`config.mk`:
```
export PLATFORM = sky130hd
export DESIGN_NAME = lz_normalizer
export DESIGN_NICKNAME = d
export VERILOG_FILES = /design/src/rtl/alu_pkg.sv /design/src/rtl/lz_normalizer.sv
export SDC_FILE = /design/constraint.sdc
export NUM_CORES = 1
export LEC_CHECK = 0
export ABC_CLOCK_PERIOD_IN_PS = 3300
export CORE_UTILIZATION = 50
export CTS_CLUSTER_DIAMETER = 60
export DETAILED_ROUTE_END_ITERATION = 10
export GPL_ROUTABILITY_DRIVEN = 0
export GPL_TIMING_DRIVEN = 0
export HOLD_SLACK_MARGIN = 0.15
export MAX_ROUTING_LAYER = met4
export PLACE_DENSITY = 0.74
export SETUP_SLACK_MARGIN = 0.02
export SYNTH_ARGS = -nofsm -noshare
export SYNTH_HDL_FRONTEND = slang
export SYNTH_SLANG_ARGS = --single-unit
```
`constraint.sdc`:
```
create_clock -name clk -period 3.3 [get_ports clk]
set_input_delay 0.495 -clock clk [delete_from_list [all_inputs] [get_ports clk]]
set_output_delay 0.495 -clock clk [all_outputs]
set_load 0.02 [all_outputs]
```
`src/rtl/alu_pkg.sv`:
```
// Shared ALU definitions: state encodings for the leading-zero/one
// normalizer and the CLZ/CLO mode selector values.
package alu_pkg;

    // Normalizer control states
    typedef enum logic [1:0] {
        LZN_IDLE = 2'd0,
        LZN_RUN  = 2'd1,
        LZN_DONE = 2'd2
    } lzn_state_e;

    // Count selector: leading zeros or leading ones
    localparam logic MODE_CLZ = 1'b0;
    localparam logic MODE_CLO = 1'b1;

    // Number of binary-search stages needed for an operand of width w
    function automatic int lzn_steps(input int w);
        return $clog2(w);
    endfunction

endpackage

```
`src/rtl/lz_normalizer.sv`:
```
// Iterative binary-search CLZ/CLO unit. One search stage per clock: the
// stage examines the top 2**step bits of the working word and, if they
// are all zero, shifts both the working word and the original operand
// left by that amount. CLO is handled by searching the inverted operand
// while shifting the original one.
module lz_normalizer
    import alu_pkg::*;
#(
    parameter  int WIDTH = 32,
    localparam int CW    = $clog2(WIDTH) + 1
) (
    input  logic             clk,
    input  logic             rst_n,
    input  logic             start,
    input  logic             mode,
    input  logic [WIDTH-1:0] in,
    output logic             busy,
    output logic             done,
    output logic [CW-1:0]    count,
    output logic [WIDTH-1:0] norm,
    output logic             all_same
);

    localparam int STEPS = lzn_steps(WIDTH);
    localparam int SW    = (STEPS > 1) ? $clog2(STEPS) : 1;

    lzn_state_e state_reg, state_next;

    logic [WIDTH-1:0] work_reg;
    logic [WIDTH-1:0] sh_reg;
    logic [CW-1:0]    cnt_reg;
    logic [SW-1:0]    step_reg;

    logic [CW-1:0]    count_reg;
    logic [WIDTH-1:0] norm_reg;
    logic             all_same_reg;

    logic             load;
    logic             last_step;

    // Per-stage candidates, one per possible step value
    logic [STEPS-1:0] hit;
    logic [WIDTH-1:0] work_sh [STEPS];
    logic [WIDTH-1:0] sh_sh   [STEPS];

    // Selected stage results for the current step
    logic             stage_hit;
    logic [CW-1:0]    k_val;
    logic [WIDTH-1:0] work_step;
    logic [WIDTH-1:0] sh_step;
    logic [CW-1:0]    cnt_step;
    logic             final_zero;
    logic [CW-1:0]    fin_cnt;
    logic [WIDTH-1:0] fin_norm;

    // Each stage tests a window of 2**gi leading bits and precomputes its shift
    generate
        for (genvar gi = 0; gi < STEPS; gi++) begin : g_stage
            localparam int K = 2 ** gi;
            assign hit[gi]     = (work_reg[WIDTH-1 -: K] == '0);
            assign work_sh[gi] = work_reg << K;
            assign sh_sh[gi]   = sh_reg << K;
        end
    endgenerate

    // Start is honoured only when no search is in flight
    assign load      = start && (state_reg != LZN_RUN);
    assign last_step = (state_reg == LZN_RUN) && (step_reg == '0);

    // Pick the active stage and apply the all-zero fix-up after the final step
    always_comb begin
        stage_hit = hit[step_reg];
        k_val     = CW'(1) << step_reg;
        work_step = work_reg;
        sh_step   = sh_reg;
        cnt_step  = cnt_reg;
        if (stage_hit) begin
            work_step = work_sh[step_reg];
            sh_step   = sh_sh[step_reg];
            cnt_step  = cnt_reg + k_val;
        end
        // After step 0 the MSB can only still be clear if the word was all zero
        final_zero = ~work_step[WIDTH-1];
        fin_cnt    = final_zero ? CW'(WIDTH) : cnt_step;
        fin_norm   = final_zero ? '0 : sh_step;
    end

    // State register
    always_ff @(posedge clk or negedge rst_n) begin
        if (!rst_n) begin
            state_reg <= LZN_IDLE;
        end else begin
            state_reg <= state_next;
        end
    end

    // Next-state logic
    always_comb begin
        state_next = state_reg;
        unique case (state_reg)
            LZN_IDLE: if (start) state_next = LZN_RUN;
            LZN_RUN:  if (step_reg == '0) state_next = LZN_DONE;
            LZN_DONE: state_next = start ? LZN_RUN : LZN_IDLE;
            default:  state_next = LZN_IDLE;
        endcase
    end

    // Search datapath: load on accepted start, advance one stage per RUN cycle
    always_ff @(posedge clk or negedge rst_n) begin
        if (!rst_n) begin
            work_reg <= '0;
            sh_reg   <= '0;
            cnt_reg  <= '0;
            step_reg <= '0;
        end else if (load) begin
            work_reg <= (mode == MODE_CLO) ? ~in : in;
            sh_reg   <= in;
            cnt_reg  <= '0;
            step_reg <= SW'(STEPS - 1);
        end else if (state_reg == LZN_RUN) begin
            work_reg <= work_step;
            sh_reg   <= sh_step;
            cnt_reg  <= cnt_step;
            if (step_reg != '0) begin
                step_reg <= step_reg - SW'(1);
            end
        end
    end

    // Result registers: captured when the last stage completes, then held
    always_ff @(posedge clk or negedge rst_n) begin
        if (!rst_n) begin
            count_reg    <= '0;
            norm_reg     <= '0;
            all_same_reg <= 1'b0;
        end else if (last_step) begin
            count_reg    <= fin_cnt;
            norm_reg     <= fin_norm;
            all_same_reg <= (fin_cnt == CW'(WIDTH));
        end
    end

    assign busy     = (state_reg == LZN_RUN);
    assign done     = (state_reg == LZN_DONE);
    assign count    = count_reg;
    assign norm     = norm_reg;
    assign all_same = all_same_reg;

endmodule

```
* Yosys cells after proc, flatten, opt, wreduce, memory -nomap -nowiden
Cells that the tools add are included.
W data, S select, Z words.
** Word-level totals
- Flip-flop bits (word level) :: 114
- Bits of input ports :: 36
- Output and inout port bits :: 41
- Word-level logic and storage cells :: 65
** Cells by class
- Add/sub/neg operators :: 2
- Order comparisons :: 2
- Equality and inequality tests :: 6
- Shift operators :: 1
- Mux-type cells :: 27
- Bitwise operators :: 3
- Reductions and logical operators :: 15
** Operators with widths (number)
- $mux W32 :: 12
- $bmux W32 S3 :: 2
- $not A32 Y32 :: 1
- $mux W6 :: 4
- $logic_not A16 Y1 :: 1
- $mux W3 :: 3
- $logic_not A8 Y1 :: 1
- $add A6 B6 Y6 :: 1
- $eq A6 B6 Y1 const B :: 1
- $pmux W2 S3 :: 1
- $reduce_and A2 Y1 :: 3
- $reduce_bool A2 Y1 :: 3
- $shl A1 B3 Y6 const A :: 1
- $ge A4 B4 Y1 const B :: 1
- $logic_not A2 Y1 :: 2
- $logic_not A4 Y1 :: 1
- $lt A3 B4 Y1 const B :: 1
- $mux W2 :: 2
- $ne A2 B1 Y1 const B :: 2
- $not A3 Y4 :: 1
- $bmux W1 S3 :: 1
- $logic_not A3 Y1 :: 1
- $reduce_bool A3 Y1 :: 1
- $sub A3 B1 Y3 const B :: 1
- other kinds (6) :: 8

* Logic depth before layout (Yosys ltp)
- Depth after elaboration :: 7
- Gate-level depth with buffers :: 14
- Mapped depth without buffers :: 11

* Worst setup path before layout
No wires, ideal clock.
- Path kind :: register -> register
- Start :: register step_reg[1]
- End :: register all_same_reg, in the netlist all_same
- Setup time :: 65 ps
- Arrival :: 3075 ps
- Required time :: 3235 ps
- Path slack :: 160 ps
- Cell stages (with the launch flop) :: 13
- Buffers on the path :: 2
- Period minus slack after synthesis :: 3140 ps
- Cell sequence :: dfrtp_1 clkbuf_1 inv_1 clkbuf_1 ha_1 nor2b_1 ha_1 a211o_1 o21ai_0 xnor2_1 or4_1 nor4_1 o22a_1
** Between the ends
- Cells in the longest elaborated chain, start to end :: 7
- Elaborated cells between the ends (all ways) :: 14
- Those cells by class :: add/sub: 1; eq/ne: 1; shift: 1; mux: 8; bitwise: 1; reduce/logical: 2
** RTL lines
- from (decl) :: line lz_normalizer.sv:32 : logic [SW-1:0] step_reg;
- from (signal assigned) :: line lz_normalizer.sv:119 : step_reg <= SW'(STEPS - 1);
- from (signal assigned) :: line lz_normalizer.sv:125 : step_reg <= step_reg - SW'(1);
- branches (longest 7 deep; another with $add A6 B6 Y6)
- to (signal assigned) :: line lz_normalizer.sv:139 : all_same_reg <= (fin_cnt == CW'(WIDTH));
- to (decl) :: line lz_normalizer.sv:36 : logic all_same_reg;
Several ways; the timed one is not identified. The select of a mux whose other input is x is not followed.
A chain may end at the register's enable or synchronous reset.

* Worst setup path after layout
- Start :: register step_reg[0]
- End :: register work_reg[7]
** Between the ends
- Cells in the longest elaborated chain, start to end :: 7
- Elaborated cells between the ends (all ways) :: 11
- Those cells by class :: mux: 8; bitwise: 1; reduce/logical: 2
** RTL lines
- $not A3 Y4 (implied by the code) :: line lz_normalizer.sv:78 : work_step = work_sh[step_reg];
- $bmux W32 S3 :: line lz_normalizer.sv:78
- $mux W32 (implied by the code) (2 in a row) :: line lz_normalizer.sv:78
- $mux W32 :: line lz_normalizer.sv:77 : if (stage_hit) begin
- $mux W32 :: line lz_normalizer.sv:120 : end else if (state_reg == LZN_RUN) begin
- $mux W32 :: line lz_normalizer.sv:115 : end else if (load) begin
- to (signal assigned) :: line lz_normalizer.sv:116 : work_reg <= (mode == MODE_CLO) ? ~in : in;
- to (signal assigned) :: line lz_normalizer.sv:121 : work_reg <= work_step;
- to (decl) :: line lz_normalizer.sv:29 : logic [WIDTH-1:0] work_reg;
Several ways; a longest one is shown, not always the timed one. The select of a mux whose other input is x is not followed.

==> out/metrics.yaml <==
status:
  status: "finished, violations left"
  failed_checks: "DRC"
floorplan:
  dieHeight_um: 126
  core_mm2: 0.0147
  die_w_um: 126
  die_area_mm2: 0.0158
  ioPinCount: 77
  initial_core_util: 0.520
  rows: 44
global_route:
  grt_overflow: 0
  grt_use_met3: 0.122
  grt_use_met2: 0.524
  gr-usage-all-layers: 0.374
  grt_pass1_vias: 7441
  grt_busiest_layer: "met2"
  antenna_found_initial: 0
  grt_max_degree: 60
  gr-usage-met1: 0.485
  grt_pass1_wl_um: 43000
detailed_routing:
  viasPerCell: 6.89
  first_pass_iters: 11
  wl_per_cell_um: 24.2
  wl_um: 27500
  drc_errors: 6
  dr.first_iter.drc_count: 1193
  ant_nets: 0
  vias: 7823
clock_tree:
  cts_buffers: 17
  cts_tree: "yes"
  cts.root.buffer_cell: "clkbuf_16"
  clk_pin_slew_ns: 0.05
  clkLatencyLatePin_ns: 0.43
  htree_levels: 4
  cts_buffer_depth: 2
  cts_num_sinks: 114
worst_setup_path:
  arrival_ns: 3.53
  critPathLaunch: "step_reg[0]"
  rrSetupSlack_ns: 0.08
  critical_path.max_fanout: 10
  critPathLaunchType: "flop"
  cp-end-kind: "flop"
  r2r-end: "work_reg[7]"
  critPathKind: "flop to flop"
  r2r-start: "step_reg[0]"
  required_ns: 3.61
  rr_worst_depth: 7
logic_synthesis:
  synth.most_common_cell: "nand2_1"
  ys_async_sr_fraction: 1.00
  synthTopCellsByCount: "nand2_1, dfrtp_1, nor2_1, a21oi_1, clkbuf_1"
  synth_cell_type_count: 62
  ys_seq_area_frac: 0.373
  ys.flop_type: "dfrtp_1"
  ys_seq_elements: 114
  ys_warn_count: 0
  syn_nets: 890
  synth.cell_area_mm2: 0.00764
  netlist.top_cell.by_area: "dfrtp_1"
  synth-edff-count: 0
  syn_inst: 843
  syn_area_per_cell_um2: 9.06
  synth_area_leaders: "dfrtp_1, mux4_2, nand2_1"
  synth_top_area_frac: 0.373
cells_and_area:
  diodes: 0
  nFillCells: 1261
  nets: 986
  area_delta_synth_final_pct: 22.0
  final_area_mm2: 0.00932
  drive_gt1_frac: 0.121
  fin_util: 0.634
  fin_cells: 1136
placed_design:
  port_buffers: 75
  dp_cells: 1103
  dp_hpwl_um: 19600
  dpl-instance-area_mm2: 0.00865
timing:
  rsz0062_at_grt: "false"
  setup_viol: 0
  hold_viol_final: 0
  worst_pin_slew_ns: 1.11
  finalMaxSlewViolations: 0
  fmax_ghz: 0.310
  relSlewSlack: 0.252
  fin_skew_ns: 0.00876
  post-route-min-period_ns: 3.22
  period_share: 0.976
worst_hold_path:
  min_delay_path_depth: 2
  hold_class: "flop to flop"
  min_to: "norm[27]"
  hp-start: "norm[27]"
power_and_ir_drop:
  p_leak_nw: 3.74
  powerDensity_mw_per_mm2: 1160
  power_mw: 10.8
  vdd.ir_drop.worst_v: 0.000417
flow_run:
  cap_viol_max_count: 0
-- worst max path at each step --
stage	slack (ns)	depth (start not counted)	endpoint
2_1_floorplan	0.16	12	all_same
5_1_grt	0.02	13	all_same
3_3_place_gp	-2.78	1	norm[31]
4_1_cts	0.03	13	all_same
6_report	0.08	7	work_reg[7]
3_5_place_dp	-0.66	12	all_same
-- cell usage in the layout, fill, tap and decap left out, types with 11 or more instances in the layout --
| cell type | Yosys | layout |
|---|---|---|
| nor2b_1 | 11 | 11 |
| mux4_2 | 24 | 24 |
| a211oi_1 | 15 | 15 |
| o22ai_1 | 20 | 20 |
| nand2_1 | 126 | 126 |
| xor2_1 | 11 | 11 |
| a22oi_1 | 24 | 24 |
| buf_1 | 14 | 13 |
| nor2_1 | 80 | 80 |
| nand2b_1 | 12 | 12 |
| o21ai_0 | 30 | 30 |
| a21oi_1 | 78 | 78 |
| mux2_2 | 12 | 12 |
| clkbuf_16 | 0 | 17 |
| xnor2_1 | 26 | 26 |
| a221oi_2 | 11 | 11 |
| clkdlybuf4s50_1 | 0 | 74 |
| clkbuf_1 | 46 | 41 |
| o31ai_1 | 29 | 29 |
| a32oi_1 | 12 | 12 |
| mux2i_1 | 13 | 13 |
| dfrtp_1 | 114 | 112 |
-- per-stage QoR --
stage | setup TNS, ns | setup slack [ns] | hold WS, ns
floorplan | 0 | 0.160 | 0.199
global placement | -318.18 | -2.78 | 0.456
detailed placement | -2.45 | -0.660 | 0.464
CTS | 0 | 0.0294 | 0.480
global route | 0 | 0.0233 | 0.509
finish | 0 | 0.0792 | 0.475
-- where the power goes --
group	total, mW	switching [mW]	internal [mW]
combinational	6.15	3.77	2.38
clock	1.87	0.664	1.20
sequential	2.76	0.792	1.97
-- per-layer routing --
layer	part of all wire	vias to the layer above
met5	0	-
met4	0.054	0
met3	0.14	160
met2	0.42	672
met1	0.39	3656
li1	-	3335
-- area by class of cell --
class	instances	area [um^2]	share of cell area
Multi-Input combinational cell	642	4420	0.474
Sequential cell	114	2860	0.306
Timing Repair Buffer	81	820	0.0880
Clock buffer	23	498	0.0534
Buffer	73	347	0.0372
Tap cell	184	230	0.0247
Clock inverter	9	103	0.0110
Inverter	10	45.0	0.00483
-- critical path, cell delays in order (launching register included) --
cell	delay (ns)
dfrtp_1	0.40
buf_6	0.17
buf_1	0.70
clkbuf_1	0.64
clkbuf_1	0.55
o22ai_1	0.22
a221oi_1	0.35
nor2_1	0.07
-- cell families after synthesis --
logic type | share of synthesized area
XOR/XNOR | 0.0424
adder cells (fa/ha/maj) | 0.0190
flip-flops | 0.373
multiplexers | 0.105
AO/OA/AOI/OAI | 0.261
buffers and inverters | 0.0495
AND/OR/NAND/NOR | 0.150
-- timing repair --
action                                  4_1_cts  5_1_grt
gates resized for setup                       8       10
hold buffers                                  1        0
setup buffers                                 4        0
endpoints found under the setup margin       31        7
hold endpoints to repair                     55        0
(Power assumes the default switching activity.)
